===== src/rtl/kuz_pkg.sv =====
// Shared definitions for the Kuznyechik linear layer: l coefficients,
// default reduction polynomial, constant GF(2^8) multiply, FSM states.
package kuz_pkg;

    localparam logic [7:0] POLY_DEFAULT = 8'hC3;

    // l coefficients, indexed by byte position: L_COEF[15] multiplies a15,
    // L_COEF[0] multiplies a0. This is the sequence of the standardised l
    // (a0 carries weight 1), which is what makes R invertible as R^-1.
    localparam logic [7:0] L_COEF [15:0] = '{
        8'd148, 8'd32,  8'd133, 8'd16,  8'd194, 8'd192, 8'd1,   8'd251,
        8'd1,   8'd192, 8'd194, 8'd16,  8'd133, 8'd32,  8'd148, 8'd1
    };

    typedef enum logic [1:0] {
        ST_IDLE = 2'd0,
        ST_RUN  = 2'd1,
        ST_DONE = 2'd2
    } state_t;

    // Shift-and-add multiply in GF(2^8); with a constant c this folds to XORs.
    function automatic logic [7:0] gf_mul_const(input logic [7:0] a,
                                                input logic [7:0] c,
                                                input logic [7:0] poly);
        logic [7:0] acc;
        logic [7:0] x;
        acc = 8'h00;
        x   = a;
        for (int i = 0; i < 8; i++) begin
            if (c[i]) acc = acc ^ x;
            x = x[7] ? ({x[6:0], 1'b0} ^ poly) : {x[6:0], 1'b0};
        end
        return acc;
    endfunction

endpackage


===== src/rtl/kuz_r_step.sv =====
// One combinational R (inverse=0) or R^-1 (inverse=1) step.
module kuz_r_step
    import kuz_pkg::*;
#(
    parameter logic [7:0] POLY = POLY_DEFAULT
) (
    input  logic [127:0] din,
    input  logic         inverse,
    output logic [127:0] dout
);

    logic [127:0] l_arg;
    logic [7:0]   l_val;

    // R^-1 feeds l with (a14..a0, a15) so the recovered byte lands in a0.
    always_comb begin
        l_arg = inverse ? {din[119:0], din[127:120]} : din;
        l_val = 8'h00;
        for (int i = 0; i < 16; i++) begin
            l_val = l_val ^ gf_mul_const(l_arg[8*i +: 8], L_COEF[i], POLY);
        end
        dout = inverse ? {din[119:0], l_val} : {l_val, din[127:8]};
    end

endmodule


===== src/rtl/kuz_l_engine.sv =====
// Kuznyechik L / L^-1 engine with valid/ready on both sides.
// Optional macro KUZ_L_SINGLE_R_EN adds in_single for one-step debug runs.
//
// state | meaning
// ------+---------------------------------------------------------
// IDLE  | in_ready=1, waiting for a block
// RUN   | applying ROUNDS_PER_CYCLE steps per clock until 16 done
// DONE  | out_valid=1, holding out_word until out_ready
module kuz_l_engine
    import kuz_pkg::*;
#(
    parameter int         ROUNDS_PER_CYCLE = 1,
    parameter logic [7:0] POLY             = POLY_DEFAULT
) (
    input  logic         clk,
    input  logic         rst,
    input  logic         in_valid,
    output logic         in_ready,
    input  logic         in_inverse,
    input  logic [127:0] in_word,
`ifdef KUZ_L_SINGLE_R_EN
    input  logic         in_single,
`endif
    output logic         out_valid,
    input  logic         out_ready,
    output logic [127:0] out_word,
    output logic         busy
);

    localparam logic [4:0] STEP = 5'(ROUNDS_PER_CYCLE);

    if (!(ROUNDS_PER_CYCLE == 1 || ROUNDS_PER_CYCLE == 2 || ROUNDS_PER_CYCLE == 4 ||
          ROUNDS_PER_CYCLE == 8 || ROUNDS_PER_CYCLE == 16)) begin : g_bad_rpc
        $error("kuz_l_engine: ROUNDS_PER_CYCLE must be 1, 2, 4, 8 or 16");
    end

    state_t       state;
    logic [127:0] data_q;
    logic         mode_q;
    logic [4:0]   cnt_q;
    logic [127:0] next_data;
    logic [4:0]   next_cnt;
    logic [127:0] chain [ROUNDS_PER_CYCLE+1];

    assign chain[0] = data_q;

    for (genvar g = 0; g < ROUNDS_PER_CYCLE; g++) begin : g_step
        kuz_r_step #(.POLY(POLY)) u_step (
            .din     (chain[g]),
            .inverse (mode_q),
            .dout    (chain[g+1])
        );
    end

`ifdef KUZ_L_SINGLE_R_EN
    logic single_q;

    // Single mode takes the first step's output and finishes in one RUN cycle.
    always_comb begin
        next_data = single_q ? chain[1] : chain[ROUNDS_PER_CYCLE];
        next_cnt  = single_q ? 5'd16 : cnt_q + STEP;
    end

    // Debug mode flag is captured alongside the block.
    always_ff @(posedge clk or posedge rst) begin
        if (rst) single_q <= 1'b0;
        else if (state == ST_IDLE && in_valid && in_ready) single_q <= in_single;
    end
`else
    // Result of this cycle's chained steps and the advanced round count.
    always_comb begin
        next_data = chain[ROUNDS_PER_CYCLE];
        next_cnt  = cnt_q + STEP;
    end
`endif

    // Control FSM with registered handshake outputs.
    always_ff @(posedge clk or posedge rst) begin
        if (rst) begin
            state     <= ST_IDLE;
            in_ready  <= 1'b1;
            out_valid <= 1'b0;
            busy      <= 1'b0;
            out_word  <= '0;
            cnt_q     <= '0;
            data_q    <= '0;
            mode_q    <= 1'b0;
        end else begin
            case (state)
                ST_IDLE: begin
                    if (in_valid && in_ready) begin
                        data_q   <= in_word;
                        mode_q   <= in_inverse;
                        cnt_q    <= '0;
                        in_ready <= 1'b0;
                        busy     <= 1'b1;
                        state    <= ST_RUN;
                    end
                end
                ST_RUN: begin
                    data_q <= next_data;
                    cnt_q  <= next_cnt;
                    if (next_cnt == 5'd16) begin
                        out_word  <= next_data;
                        out_valid <= 1'b1;
                        busy      <= 1'b0;
                        state     <= ST_DONE;
                    end
                end
                ST_DONE: begin
                    if (out_ready) begin
                        out_valid <= 1'b0;
                        in_ready  <= 1'b1;
                        state     <= ST_IDLE;
                    end
                end
                default: begin
                    state     <= ST_IDLE;
                    in_ready  <= 1'b1;
                    out_valid <= 1'b0;
                    busy      <= 1'b0;
                end
            endcase
        end
    end

endmodule

===== config.mk =====
export PLATFORM = sky130hd
export DESIGN_NAME = kuz_l_engine
export DESIGN_NICKNAME = d
export VERILOG_FILES = /design/src/rtl/kuz_pkg.sv /design/src/rtl/kuz_r_step.sv /design/src/rtl/kuz_l_engine.sv
export SDC_FILE = /design/constraint.sdc
export NUM_CORES = 1
export LEC_CHECK = 0
export BUFFER_PORTS_ARGS = -buffer_cell sky130_fd_sc_hd__buf_4
export CAP_MARGIN = 20
export CORE_MARGIN = 1
export CORE_UTILIZATION = 47
export CTS_CLUSTER_DIAMETER = 150
export DETAILED_ROUTE_END_ITERATION = 7
export MAX_ROUTING_LAYER = met4
export PLACE_DENSITY_LB_ADDON = 0.15
export SLEW_MARGIN = 0
export SYNTH_ARGS = -nofsm -noshare
export SYNTH_HDL_FRONTEND = slang
export SYNTH_SLANG_ARGS = --single-unit

===== constraint.sdc =====
create_clock -name clk -period 8.25 [get_ports clk]
set_input_delay 1.2375 -clock clk [delete_from_list [all_inputs] [get_ports clk]]
set_output_delay 1.2375 -clock clk [all_outputs]
set_load 0.03 [all_outputs]

==> flow_summary.yaml, run 1 <==
outcome:
  status: "complete, no violations"
sta:
  rsz0062_at_grt: "no"
  slew-limit-headroom: 0.315
  min_period_ps: 4640
  setup_viol: 0
  hold_violations: 0
  final.setup.tns_ps: 0
  post-route-period-util: 0.563
  maxSlewViolCount: 0
  skew_ps: 26.5
  fmax_mhz: 215
  tightest_slew_ps: 1030
setup_path:
  cp_data_arrival_time_ps: 5040
  slowest_stage: "inv_4"
  r2r_cells: 10
  critPathMostFrequentCell: "xnor2_1"
  critPathKind: "register to register"
  max_stage_delay_ps: 740
  required_ps: 8650
  endpoint_kind: "register"
  start_kind: "register"
  path_cells: "inv_4, buf_4, mux2i_1, xnor2_1, xnor2_1, xor3_1, xnor3_1, nand2_1, o21ai_0, o21ai_1"
  critPathBufInv: 2
  path_max_fanout: 58
  cp_top_family: "XOR/XNOR gates"
  path_depth: 10
  regToRegSetupSlack_ps: 3610
cts:
  cts_tree: "yes"
  worstSkewPairLatency_ps: 570
  cts_made_buffers: 30
  cts_buffer_depth: 3
  clkTransAtPathRegs_ps: 60
  cts-root-buf: "clkbuf_16"
  cts.htree.levels: 1
  postCtsSetupRepairBufs: 0
  hold_buffers: 0
  cts.sinks: 267
  postCtsResizedCells: 0
yosys:
  ys_warn_count: 0
  synthTopCellsByArea: "dfrtp_1 (40%), mux2i_1 (11%), xnor2_1 (8.9%)"
  synth.distinct_cells: 55
  synth_area_mm2: 0.0168
  yosysMostFrequentCell: "dfrtp_1"
  ys_seq_elements: 267
  synth_compound_area_frac: 0.118
  synth_ff_type: "dfrtp_1"
  synth_top_area_share: 0.396
  synthCells: 1729
  netlist.top_cell.by_area: "dfrtp_1"
  syn_nets: 1863
  yosysSeqAreaShare: 0.398
  synth_top_family_by_area: "XOR/XNOR gates"
  async_reset_ff_frac: 1.00
  synthAdderAreaFrac: 0.000745
  synth_simple_gate_area_frac: 0.102
  netlist_top_cells_count: "dfrtp_1 (266), mux2i_1 (178), xnor2_1 (171)"
  synth_xor_xnor_area_share: 0.210
  synth.mux.area_fraction: 0.117
  synth_edf_count: 0
  synth.avg_cell_area_um2: 9.71
hold_path:
  min_path_cells: 2
  hp-class: "register to register"
global_routing:
  antenna_found_initial: 0
  grt_start_max_net_pins: 140
  grt_overflow: 0
  grt_pass1_vias: 13100
  grt_pass1_wl_um: 83800
  grt_usage: 0.316
final_layout:
  drive_gt1_frac: 0.196
  fin_util: 0.569
  fin_nets: 1986
  area_growth_pct: 18.2
  fin_cells: 2331
  diodes: 0
  num-fill-cells: 3141
place:
  dp_hpwl_um: 39700
  dp.cells: 2275
  gp_congestion: 0.943
  port_buffers: 263
floorplanning:
  row_count: 68
  die_h_um: 191
  pin_count: 264
  start_util: 0.481
  die-area_mm2: 0.0365
  core_area_mm2: 0.0349
  fp.dieW_um: 191
routing:
  viasPerCell: 5.80
  firstDrtPassIters: 8
  drc: 0
  ant_nets: 0
  wl_per_cell_um: 24.2
  drt_iter0_markers: 1334
  vias: 13500
  drt-total-wl_um: 56400
run:
  cap_violations: 0
-- per-stage QoR --
| stage | worst slack, ps | instance area [um^2] | hold WS, ps |
|---|---|---|---|
| finish | 3610 | 19800 | 479 |
| floorplan | 3490 | 16800 | 493 |
| global placement | 3760 | 18600 | 468 |
| CTS | 3650 | 19800 | 486 |
| detailed placement | 3690 | 18600 | 472 |
| global route | 3390 | 19800 | 495 |
-- cell usage in the layout (no fill, tap or decap), types with 8 or more instances in the layout --
cell type	count
xnor3_1	26
nand2_1	145
dfrtp_1	264
mux2i_1	178
bufinv_16	12
a211oi_1	112
nor2_1	133
clkbuf_16	31
xor2_1	141
a21oi_1	28
buf_4	281
nor3_1	113
xnor2_1	171
o21ai_0	142
mux2_2	8
-- registers in the layout, summed over array words and instances (netlist names) --
| name | cells |
|---|---|
| state | 2 |
| cnt_q | 5 |
| mode_q | 1 |
| busy | 1 |
| in_ready | 1 |
| out_word | 128 |
| out_valid | 1 |
| data_q | 128 |
-- tightest hold or removal path, delay by kind of cell, from the launching register on --
| kind | cells | cell delay, ps |
|---|---|---|
| compound gates | 1 | 60 |
| simple gates | 1 | 50 |
| flops | 1 | 340 |
-- cell families (layout without fill, tap and decap cells) --
logic type	count (synthesis)	after routing
buf+inv	195	342
mux	191	191
compound gates	318	318
xor+xnor	348	348
flops	267	267
simple gates	409	409
fa+ha+maj	1	1
-- path summary, 6_finish.rpt --
check	startpoint	endpoint
hold reg to reg	out_word[118]$_DFFE_PP0P_	out_word[118]$_DFFE_PP0P_
max in group asynchronous	rst	mode_q$_DFFE_PP0P_
min in group asynchronous	rst	out_word[13]$_DFFE_PP0P_
hold / removal	out_word[118]$_DFFE_PP0P_	out_word[118]$_DFFE_PP0P_
setup / recovery	mode_q$_DFFE_PP0P_	out_word[2]$_DFFE_PP0P_
setup reg to reg	mode_q$_DFFE_PP0P_	out_word[2]$_DFFE_PP0P_
-- layer usage --
metal	share of wire	global-route usage	vias to the layer above
li1	-	-	6152
met1	0.44	0.440	6702
met2	0.46	0.490	562
met3	0.065	0.0308	94
met4	0.028	0.0849	0
met5	0	-	-
-- area by class of cell --
cell class | count | area, um^2 | area share
Tap cell | 455 | 569 | 0.0287
Multi-Input combinational cell | 1267 | 9220 | 0.464
Clock buffer | 32 | 779 | 0.0393
Inverter | 4 | 21.3 | 0.00107
Timing Repair Buffer | 282 | 2130 | 0.107
Clock inverter | 24 | 437 | 0.0220
Sequential cell | 267 | 6690 | 0.337
Power of run 1 is left out: the tool's default activity adds up to more than one toggle a clock period on the data nets, which glitch-free logic cannot reach.
==> run 2: changes to the inputs <==
==> constraint.sdc (replaced) <==
create_clock -name clk -period 4.17 [get_ports clk]
set_input_delay 0.6255 -clock clk [delete_from_list [all_inputs] [get_ports clk]]
set_output_delay 0.6255 -clock clk [all_outputs]
set_load 0.03 [all_outputs]
==> run 2 against run 1 <==
Global-route usage rose by 0.44 points; flip-flop and latch count did not move; fmax rose by 27%; die area did not move; final area barely moved; setup slack got worse by 3100 ps; final cell count rose by 0.56%; hold slack got worse by 230 ps; clock skew fell by 7.3 ps.
==> flow_summary.yaml, run 2 (synthesis gave the netlist of run 1 again) <==
final_layout:
  area_growth_pct: 18.1
  diodes: 0
  final_common_cell: "buf_4"
  top_regs: "data_q: 128 flops, out_word: 128 flops, cnt_q: 5 flops"
  fin_nets: 2002
  num-fill-cells: 3169
  drive_gt1_frac: 0.202
  layout_common_cells: "buf_4 (295), dfrtp_1 (264), mux2i_1 (178), xnor2_1 (171), nand2_1 (145)"
sta:
  skew_ps: 19.3
  final.setup.tns_ps: 0
  tightest_slew_ps: 999
  rsz0062_at_grt: "no"
  post-route-period-util: 0.879
  maxSlewViolCount: 0
  min_period_ps: 3660
  setup_viol: 0
  fmax_mhz: 273
  slew-limit-headroom: 0.334
  hold_violations: 0
setup_path:
  slowest_stage: "dfrtp_4"
  start_kind: "register"
  path_cells: "inv_4, buf_12, mux2i_1, xnor2_1, xnor2_1, xnor2_1, xnor3_1, xnor3_1, a221oi_1, o21ai_0"
  path_max_fanout: 25
  endpoint_kind: "register"
  required_ps: 4590
  cp_data_arrival_time_ps: 4080
  critPathMostFrequentCell: "xnor2_1"
  critPathKind: "register to register"
  max_stage_delay_ps: 580
floorplanning:
  fp.dieW_um: 191
  pin_count: 264
  die_h_um: 191
  core_area_mm2: 0.0349
  row_count: 68
  start_util: 0.481
  die-area_mm2: 0.0365
routing:
  drc: 0
  ant_nets: 0
  drt_iter0_markers: 929
  firstDrtPassIters: 5
  drt-total-wl_um: 56900
  viasPerCell: 5.75
  wl_per_cell_um: 24.3
  vias: 13500
cts:
  postCtsSetupRepairBufs: 0
  worstSkewPairLatency_ps: 570
  cts_buffer_depth: 3
  cts-root-buf: "clkbuf_16"
  clkTransAtPathRegs_ps: 70
  cts_made_buffers: 28
  cts_tree: "yes"
  cts.sinks: 267
  cts.htree.levels: 1
  hold_buffers: 0
  postCtsResizedCells: 0
hold_path:
  hp-class: "input port to async pin"
global_routing:
  grt_pass1_vias: 13300
  grt_usage: 0.320
  grt_start_max_net_pins: 144
  antenna_found_initial: 0
  grt_pass1_wl_um: 85200
  grt_overflow: 0
place:
  dp_hpwl_um: 40900
  gp_congestion: 0.994
  port_buffers: 263
outcome:
  status: "complete, no violations"
run:
  cap_violations: 0
[run 2: cell types whose count changed in the layout (fill, tap and decap cells not counted)]
cell	before	now
clkbuf_8	0	7
clkbuf_16	31	28
buf_12	1	5
buf_4	281	295
clkinv_8	0	1
clkinv_2	7	5
clkinv_4	3	2
bufinv_16	12	5
[run 2: layer usage]
metal | up-vias | global-route usage | wire length [um]
met2 | 496 | 0.499 | 26600
met4 | 0 | 0.0883 | 1620
met5 | - | - | 0
li1 | 6177 | - | -
met1 | 6715 | 0.444 | 25500
met3 | 86 | 0.0305 | 3150
[run 2: final timing paths]
| path | startpoint | to | slack [ps] | depth (start not counted) |
|---|---|---|---|---|
| min reg2reg | out_word[25]$_DFFE_PP0P_ | out_word[25]$_DFFE_PP0P_ | 480 | 2 |
| min in group clk | out_ready | state[1]$_DFFE_PP0P_ | 250 | 2 |
| min | rst | out_word[12]$_DFFE_PP0P_ | 240 | 3 |
| max in group asynchronous | rst | data_q[76]$_DFFE_PP0P_ | 3190 | 3 |
| max | mode_q$_DFFE_PP0P_ | data_q[120]$_DFFE_PP0P_ | 510 | 10 |
| max reg2reg | mode_q$_DFFE_PP0P_ | data_q[120]$_DFFE_PP0P_ | 510 | 10 |
[run 2: critical path, delay by kind of cell, from the launching register on]
kind	cells	cell delay, ps
AOI/OAI and AO/OA	2	400
xor gates and xnor gates	5	1560
buffers and inverters	2	650
DFF	1	580
muxes	1	290
[run 2: final cells by class]
type,instances,area (um^2),share of cell area
sequential,267,6690,0.337
tap,455,569,0.0287
timing repair buffer,300,2310,0.117
clock buffer,36,801,0.0404
multi-input combinational,1267,9220,0.465
clock inverter,15,224,0.0113
inverter,4,21.3,0.00107
[run 2: through the flow]
| step | cells | utilization | hold slack, ps | cell area, um^2 | setup slack (ps) |
|---|---|---|---|---|---|
| final | 2344 | 0.569 | 245 | 19800 | 506 |
| after global routing | 2344 | 0.569 | 268 | 19800 | 351 |
| after CTS | 2344 | 0.569 | 242 | 19800 | 527 |
| after detailed placement | 2293 | 0.539 | 471 | 18800 | 554 |
| after global placement | 2293 | 0.539 | 461 | 18800 | 615 |
| after floorplan | 1729 | - | 493 | 16800 | 19.8 |
Power of run 2 is left out for the same reason.
